File: config.mk
export PLATFORM = sky130hd
export DESIGN_NAME = mc_sequencer
export DESIGN_NICKNAME = d
export VERILOG_FILES = /design/src/rtl/mc_sequencer.sv
export SDC_FILE = /design/constraint.sdc
export NUM_CORES = 1
export LEC_CHECK = 0
export ABC_AREA = 1
export CORE_MARGIN = 4
export CORE_UTILIZATION = 50
export CTS_CLUSTER_DIAMETER = 50
export DETAILED_ROUTE_END_ITERATION = 6
export PLACE_DENSITY_LB_ADDON = 0.12
export SLEW_MARGIN = 10
export SYNTH_ARGS = -nofsm -noshare
export SYNTH_HDL_FRONTEND = slang
export SYNTH_SLANG_ARGS = --single-unit
File: constraint.sdc
create_clock -name clk -period 2.6 [get_ports clk]
set_input_delay 0.52 -clock clk [delete_from_list [all_inputs] [get_ports clk]]
set_output_delay 0.52 -clock clk [all_outputs]
set_load 0.02 [all_outputs]
File: src/rtl/mc_sequencer.sv
// Multi-cycle FETCH/DECODE/EXEC/MEM/WB control sequencer with memory-timeout fault.
// Optional single-step debug state is compiled in with `MC_SEQ_STEP_EN.
module mc_sequencer #(
  parameter int unsigned MEM_TIMEOUT = 15
) (
  input  logic        clk,
  input  logic        rst_n,
  input  logic        run,
  input  logic [5:0]  op,
  input  logic [5:0]  func,
  input  logic        mem_ack,
`ifdef MC_SEQ_STEP_EN
  input  logic        step_req,
`endif
  output logic        mem_req,
  output logic        mem_we,
  output logic        mem_sel,
  output logic        ir_we,
  output logic        ab_we,
  output logic        alu_we,
  output logic        mdr_we,
  output logic        rf_we,
  output logic        pc_we,
  output logic [2:0]  state,
  output logic [31:0] instr_cnt,
  output logic        timeout_err
);

  typedef enum logic [2:0] {
    S_IDLE   = 3'd0,
    S_FETCH  = 3'd1,
    S_DECODE = 3'd2,
    S_EXEC   = 3'd3,
    S_MEM    = 3'd4,
    S_WB     = 3'd5,
    S_STEP   = 3'd6
  } state_t;

  localparam logic [5:0] OP_RTYPE = 6'b000000;
  localparam logic [5:0] OP_JAL   = 6'b000011;
  localparam logic [5:0] OP_LW    = 6'b100011;
  localparam logic [5:0] OP_SW    = 6'b101011;
  localparam logic [5:0] FN_JR    = 6'b001000;

  localparam logic [1:0] CLS_COMMIT = 2'd0;
  localparam logic [1:0] CLS_WB     = 2'd1;
  localparam logic [1:0] CLS_MEM    = 2'd2;

  localparam logic [7:0] TMO_LAST = 8'(MEM_TIMEOUT - 1);

  state_t      state_q;
  state_t      state_d;
  state_t      commit_next;
  logic [7:0]  tmo_cnt;
  logic        mem_busy;
  logic        tmo_hit;

  // Where an instruction goes after EXEC; anything unrecognised retires there.
  function automatic logic [1:0] exec_class(input logic [5:0] o, input logic [5:0] f);
    logic [1:0] c;
    c = CLS_COMMIT;
    if (o == OP_RTYPE)               c = (f == FN_JR) ? CLS_COMMIT : CLS_WB;
    else if (o[5:3] == 3'b001)       c = CLS_WB;
    else if (o == OP_LW || o == OP_SW) c = CLS_MEM;
    else if (o == OP_JAL)            c = CLS_WB;
    return c;
  endfunction

  assign state    = state_q;
  assign mem_busy = (state_q == S_FETCH) || (state_q == S_MEM);
  assign tmo_hit  = mem_busy && !mem_ack && (tmo_cnt == TMO_LAST);

`ifdef MC_SEQ_STEP_EN
  assign commit_next = S_STEP;
`else
  assign commit_next = run ? S_FETCH : S_IDLE;
`endif

  always_comb begin
    state_d = state_q;
    mem_req = 1'b0;
    mem_we  = 1'b0;
    mem_sel = 1'b0;
    ir_we   = 1'b0;
    ab_we   = 1'b0;
    alu_we  = 1'b0;
    mdr_we  = 1'b0;
    rf_we   = 1'b0;
    pc_we   = 1'b0;
    case (state_q)
      S_IDLE: begin
        if (run && !timeout_err) state_d = S_FETCH;
      end
      S_FETCH: begin
        mem_req = 1'b1;
        ir_we   = mem_ack;
        if (mem_ack) state_d = S_DECODE;
      end
      S_DECODE: begin
        ab_we   = 1'b1;
        state_d = S_EXEC;
      end
      S_EXEC: begin
        alu_we = 1'b1;
        case (exec_class(op, func))
          CLS_WB:  state_d = S_WB;
          CLS_MEM: state_d = S_MEM;
          default: pc_we = 1'b1;
        endcase
      end
      S_MEM: begin
        mem_req = 1'b1;
        mem_sel = 1'b1;
        mem_we  = (op == OP_SW);
        if (mem_ack) begin
          if (op == OP_SW) begin
            pc_we = 1'b1;
          end else begin
            mdr_we  = 1'b1;
            state_d = S_WB;
          end
        end
      end
      S_WB: begin
        rf_we = 1'b1;
        pc_we = 1'b1;
      end
`ifdef MC_SEQ_STEP_EN
      S_STEP: begin
        if (step_req) state_d = run ? S_FETCH : S_IDLE;
      end
`endif
      default: state_d = S_IDLE;
    endcase
    if (pc_we)   state_d = commit_next;
    // A stuck memory abandons the instruction without retiring it.
    if (tmo_hit) state_d = S_IDLE;
  end

  always_ff @(posedge clk or negedge rst_n) begin
    if (!rst_n) begin
      state_q     <= S_IDLE;
      tmo_cnt     <= 8'd0;
      timeout_err <= 1'b0;
      instr_cnt   <= 32'd0;
    end else begin
      state_q <= state_d;
      if (!mem_busy || mem_ack) tmo_cnt <= 8'd0;
      else                      tmo_cnt <= tmo_cnt + 8'd1;
      if (tmo_hit) timeout_err <= 1'b1;
      if (pc_we)   instr_cnt <= instr_cnt + 32'd1;
    end
  end

endmodule

# == Word level (Yosys, flattened, before mapping) ==
# Index checks and enable logic that the tools add are counted.
# word_totals
reg_bits,44
latch_bits,0
n_memories,0
mem_bits_ro,0
ram_bits,0
word_cells,69
inputBits,16
# classes
n_reduce_logical,14
n_div,0
bitwise_logic,0
add_sub_neg,2
n_shift,0
mul,0
muxes,30
order_cmp,0
eq_ne,19
# op_table
cell,n
32-bit by 1-bit adder with 32-bit output (second input constant),1
3-bit two-way mux,6
3-bit one-hot mux with 6 select lines,1
1-bit two-way mux,16
4-bit != test (second input constant),4
6-bit == test (second input constant),2
8-bit by 1-bit adder with 8-bit output (second input constant),1
8-bit by 4-bit == test with 1-bit output (second input constant),1
2-bit two-way mux,4
8-bit two-way mux,1
3-bit by 1-bit == test with 1-bit output (second input constant),2
3-bit by 2-bit == test with 1-bit output (second input constant),2
3-bit == test (second input constant),2
6-bit by 2-bit == test with 1-bit output (second input constant),1
6-bit by 4-bit == test with 1-bit output (second input constant),1
6-bit logical NOT,1
3-bit one-hot mux with 2 select lines,1
6-bit AND reduction,1
5-bit != test (second input constant),1
2-bit OR reduction,2
1-bit logical AND,3
1-bit logical NOT,3
3-bit logical NOT,1
1-bit logical OR,3
other kinds (4),4

# == Longest topological paths before layout ==
# logic_depth
word_depth,12
depth_mapped,14
mapped_depth_nobuf,14

# == Least setup slack after synthesis ==
# Ideal clock, no wire load.
# synth_timing
path_type,input to output
from,in op[2]
to,out pc_we
arrival_ps,1738
path_buffers,1
setup_slack_ps,342
path_stages,10
path_cell_list,nor2_1 -> nand2_1 -> a211oi_1 -> nor2_1 -> ha_1 -> nand2_2 -> nand2_4 -> inv_2 -> nand2_8 -> buf_4
# synth_via
elab_chain_len,10
word_cells_on_any_way,17
cone_classes,eq/ne (5); mux (9); reduce/logical (3)
# synth_lines
element,line_no,source
start: declaration,9,"input logic [5:0] op,"
"6-bit by 2-bit == test with 1-bit output, or another cell as far along",65,else if (o == OP_JAL) c = CLS_WB;
1-bit two-way mux / 1-bit logical OR (equally long branches),"65, 64",
2-bit two-way mux,64,else if (o == OP_LW || o == OP_SW) c = CLS_MEM;
2-bit two-way mux,63,else if (o[5:3] == 3'b001) c = CLS_WB;
2-bit two-way mux,62,if (o == OP_RTYPE) c = (f == FN_JR) ? CLS_COMMIT : CLS_WB;
2-bit two-way mux,90,case (state_q)
2-bit == test / 2-bit by 1-bit == test with 1-bit output (equally long branches),105,"case (exec_class(op, func))"
2-bit OR reduction (no line),--,
1-bit two-way mux,105,
1-bit one-hot mux with 3 select lines *,90,
end: declaration,23,"output logic pc_we,"
# Every way passes the cells marked *; elsewhere a longest branch is shown, timed or not. The select of a mux whose other input is x is not followed.

# == Final worst setup path ==
# layout_timing
from,in func[3]
to,out pc_we
# layout_via
elab_chain_len,8
word_cells_on_any_way,9
cone_classes,eq/ne (3); mux (5); reduce/logical (1)
# layout_lines
element,line_no,source
start: declaration,10,"input logic [5:0] func,"
6-bit by 4-bit == test with 1-bit output *,62,
1-bit two-way mux *,62,
2-bit two-way mux *,62,
2-bit two-way mux *,90,
2-bit == test / 2-bit by 1-bit == test with 1-bit output (equally long branches),105,
2-bit OR reduction (no line) *,--,
1-bit two-way mux *,105,
1-bit one-hot mux with 3 select lines *,90,
# Marked as above.

==> impl_results.rst <==
.. list-table::
   :header-rows: 1

   * - Metric
     - Value
   * - Run status
     - complete, no violations
   * - Total Power
     - 0.00260 W
   * - Sequential fraction of design power
     - 0.350
   * - Routed vias/inst
     - 5.10
   * - Post-detailed-route DRC marker count
     - 0
   * - Int Pwr
     - between 0.0015 and 0.002 W
   * - Number of global-route vias before repair
     - roughly 2900
   * - Number of top-level pins
     - just over 60
   * - Distinct cell type count after synthesis
     - 29
   * - Capturing instance or port of the critical path
     - pc_we
   * - VDD IR-drop max
     - 0.000589 V
   * - Count of buffers from port buffering
     - 60
   * - Count of synthesis-stage warnings from yosys
     - 0
   * - DIE AREA
     - 7140 µm²
   * - Tmin final
     - around 2.5 ns
   * - Detailed Place HPWL
     - between 5000 and 6000 µm
   * - Area added between synthesis and finish
     - 32.4%
   * - Max-slew violation total from the final report
     - 0
   * - Tot GR Track Use
     - 0.219
   * - Overflow left after global routing
     - 0
   * - Critical path arrival
     - 1.99 ns
   * - Final std cell area, no fill
     - 3870 µm²
   * - Kind of cell with the highest combined delay on the critical path
     - buffers and inverters
   * - Worst setup slack after placement
     - -0.629 ns
   * - Number of rows created at floorplan
     - 27
   * - Share of cells above drive strength 1
     - 0.115
   * - Worst Hold Slack
     - 0.137 ns
   * - Endpoint of the worst register-to-register path
     - instr_cnt[18]
   * - Wirelength per Cell
     - 13.2 µm
   * - Slowest CP cell
     - clkdlybuf4s50_1
   * - Top post-synthesis cells by count
     - nand2_1, nor2_1, dfrtp_1
   * - Flip-flop and latch count after synthesis
     - 44
   * - Clock Skews
     - 0.00300 ns
   * - Leakage dissipation
     - 1.84 nW
   * - Data required, critical path
     - 2.08 ns
   * - Headroom to the max-slew limit
     - 0.716
   * - Post-synthesis average cell area
     - 6.79 µm²
   * - Synth area leader
     - dfrtp_1
   * - Final clock period utilization by the worst path
     - 0.964
   * - Worst Setup Start Kind
     - input port
   * - Final weighted congestion in routability-driven placement
     - 0.971
   * - Maximum clock frequency
     - 399 MHz
   * - Maximum number of pins on one net before global-route repair
     - 37
   * - Worst Setup SP
     - func[3]
   * - Number of gates on the worst path with buffers counted
     - 11
   * - Die width
     - 84.5 µm
   * - Largest incremental delay on the critical path
     - 0.46 ns
   * - FF-to-FF path depth
     - 9
   * - Wire length of the first global-routing pass
     - 12900 µm
   * - Cell types occupying the most area after synthesis
     - dfrtp_1, nand2_1, nor2_1
   * - Nets
     - 532
   * - CP bufs+invs
     - 4
   * - Maxcap violations
     - 0
   * - P per Cell Area
     - 671 nW/µm²
   * - Mapped cell area
     - 2930 µm²
   * - Vert. Die Dim
     - 84.5 µm
   * - Top-count cell post-synth
     - nand2_1
   * - Portion of total power attributed to combinational logic
     - 0.438
   * - Final worst-path setup slack
     - 0.0928 ns
   * - Ys flop type
     - dfrtp_1
   * - Clk buf depth
     - 2
   * - Unrepaired setup endpoints after global routing
     - no
   * - Final setup viols
     - 0
   * - Final design utilization
     - 0.691
   * - Post-synth net total
     - around 450
   * - Placeable Area
     - 5610 µm²
   * - Detailed-route wire length
     - 7740 µm
   * - Asr flop ratio synth
     - 1.00
   * - Number of hold buffers added after CTS
     - 0
   * - Placed inst area
     - 3690 µm²
   * - Worst hold path type
     - input port to async pin
   * - TritonCTS clock tree
     - done
   * - Critical path endpoint category
     - output pin
   * - Fraction of synthesized cell area taken by the top area cell type
     - 0.376
   * - Hold violation total from the final report
     - 0
   * - Startpoint of the worst-slack reg-to-reg timing path
     - state[0]
   * - TritonCTS Buffers
     - 5
   * - First-pass iteration count of the detailed router
     - 4
   * - Cell-by-cell listing of the critical path
     - clkdlybuf4s50_1, inv_1, nor2_1, a21oi_2, nor2_2, ha_1, nand2_2, nand2_4, inv_4, nand2_8, buf_6
   * - Skew-Pair Late Insertion Delay
     - 0.30 ns
   * - Number of synthesized flops with an enable pin
     - 0
   * - Part of the Yosys area used for sequential elements
     - 0.376
   * - Net switching share of the total power
     - 0.414
   * - Critical path class
     - input port to output pin
   * - Clock-pin slew on the worst setup and hold paths
     - 0.09 ns
   * - Share of total power in the clock network
     - 0.212
   * - Count of routing violations after the opening detailed-route iteration
     - 142
   * - Gate count after technology mapping
     - 431
   * - Clk sink count
     - 44
   * - Minimum setup slack among reg-to-reg paths
     - 0.72 ns
   * - Maximum level of the CTS H-tree
     - 2
   * - Transition time at the pin with the least slew margin
     - 0.426 ns
   * - Clk root buf
     - clkbuf_8
   * - Overall via count from detail_route
     - 2981
   * - Net Sw Power
     - 0.00108 W
   * - Initial Utilization
     - 0.522
   * - Final antenna-violating net count
     - 0
   * - Number of antenna diodes
     - 0
   * - Number of antenna violations at the first check in global routing
     - 0
   * - Max FO, Critical Path
     - 2
-- kinds of logic after synthesis --
group / Yosys count / synth area share
AO/OA/AOI/OAI: 18 / 0.0355
XOR/XNOR: 17 / 0.0611
adder cells (fa/ha/maj): 5 / 0.0214
buffers and inverters: 49 / 0.0714
flip-flops: 44 / 0.376
AND/OR/NAND/NOR: 298 / 0.435
-- worst min path at each step --
| stage | start | to |
|---|---|---|
| final | rst_n | instr_cnt[0] |
| after global routing | rst_n | instr_cnt[0] |
| after CTS | rst_n | instr_cnt[0] |
| after detailed placement | timeout_err | timeout_err |
| after global placement | timeout_err | timeout_err |
| after floorplan | rst_n | instr_cnt[0] |
-- stage by stage --
stage	instances	setup TNS (ns)
floorplan	431	0
global route	584	0
global placement	574	-4.33
finish	584	0
detailed placement	574	-7.91
CTS	582	-0.166
-- metal layers --
| layer | part of all wire | track usage | vias to the layer above |
|---|---|---|---|
| met5 | 0 | 0 | - |
| met4 | 0.034 | 0.0849 | 0 |
| met3 | 0.046 | 0.0383 | 22 |
| met2 | 0.49 | 0.380 | 88 |
| met1 | 0.43 | 0.271 | 1384 |
| li1 | - | - | 1487 |
-- worst reg2reg max path, stage by stage, from the launching register on --
cell	delay, ns
dfrtp_1	0.49
nor2_2	0.18
nand2_2	0.14
nor2_4	0.13
nand2_2	0.10
nand2_8	0.08
buf_4	0.35
nand2_1	0.12
xor2_1	0.14
inv_1	0.05
-- sequential cells by signal, indices dropped and copies added, names as in the netlist --
| name | flops |
|---|---|
| instr_cnt | 32 |
| state | 3 |
| timeout_err | 1 |
| tmo_cnt | 8 |
-- area by class of cell --
| class | instances | area [µm²] |
|---|---|---|
| multi-input combinational | 338 | 1650 |
| timing repair buffer | 78 | 753 |
| clock inverter | 3 | 46.3 |
| fill | 493 | 1730 |
| inverter | 44 | 168 |
| sequential | 44 | 1100 |
| clock buffer | 5 | 68.8 |
| tap | 72 | 90.1 |
-- placed cells by master (no fill, tap or decap), drive strengths merged --
cell           count
nand2            182
nor2              77
clkdlybuf4s50     47
inv               45
dfrtp             44
buf               20
nand3             14
o21ai             11
xnor2             10
nand3b             9
dlymetal6s2s       9
nand4              8
xor2               7
nor3               7
a21oi              6
ha                 5
clkbuf             5
a211oi             1
nor4               1
bufinv             1
clkinvlp           1
clkdlybuf4s15      1
dlygate4sd2        1
-- power by group through the flow --
stage | registers, W | clock network (W) | logic [W]
after global routing | 0.000934 | 0.000590 | 0.00125
after floorplan | 0.000990 | 0 | 0.000622
after detailed placement | 0.000922 | 0 | 0.00113
after global placement | 0.000922 | 0 | 0.00111
final | 0.000910 | 0.000551 | 0.00114
after CTS | 0.000912 | 0.000563 | 0.00113
-- timing repair --
action | 4_1_cts | 5_1_grt
setup endpoints to repair | 3 | 21
gates resized for setup | 9 | 19
setup buffers | 0 | 2
pin swaps | 1 | 9
hold endpoints to repair | 0 | 0
(Power assumes the default switching activity.)
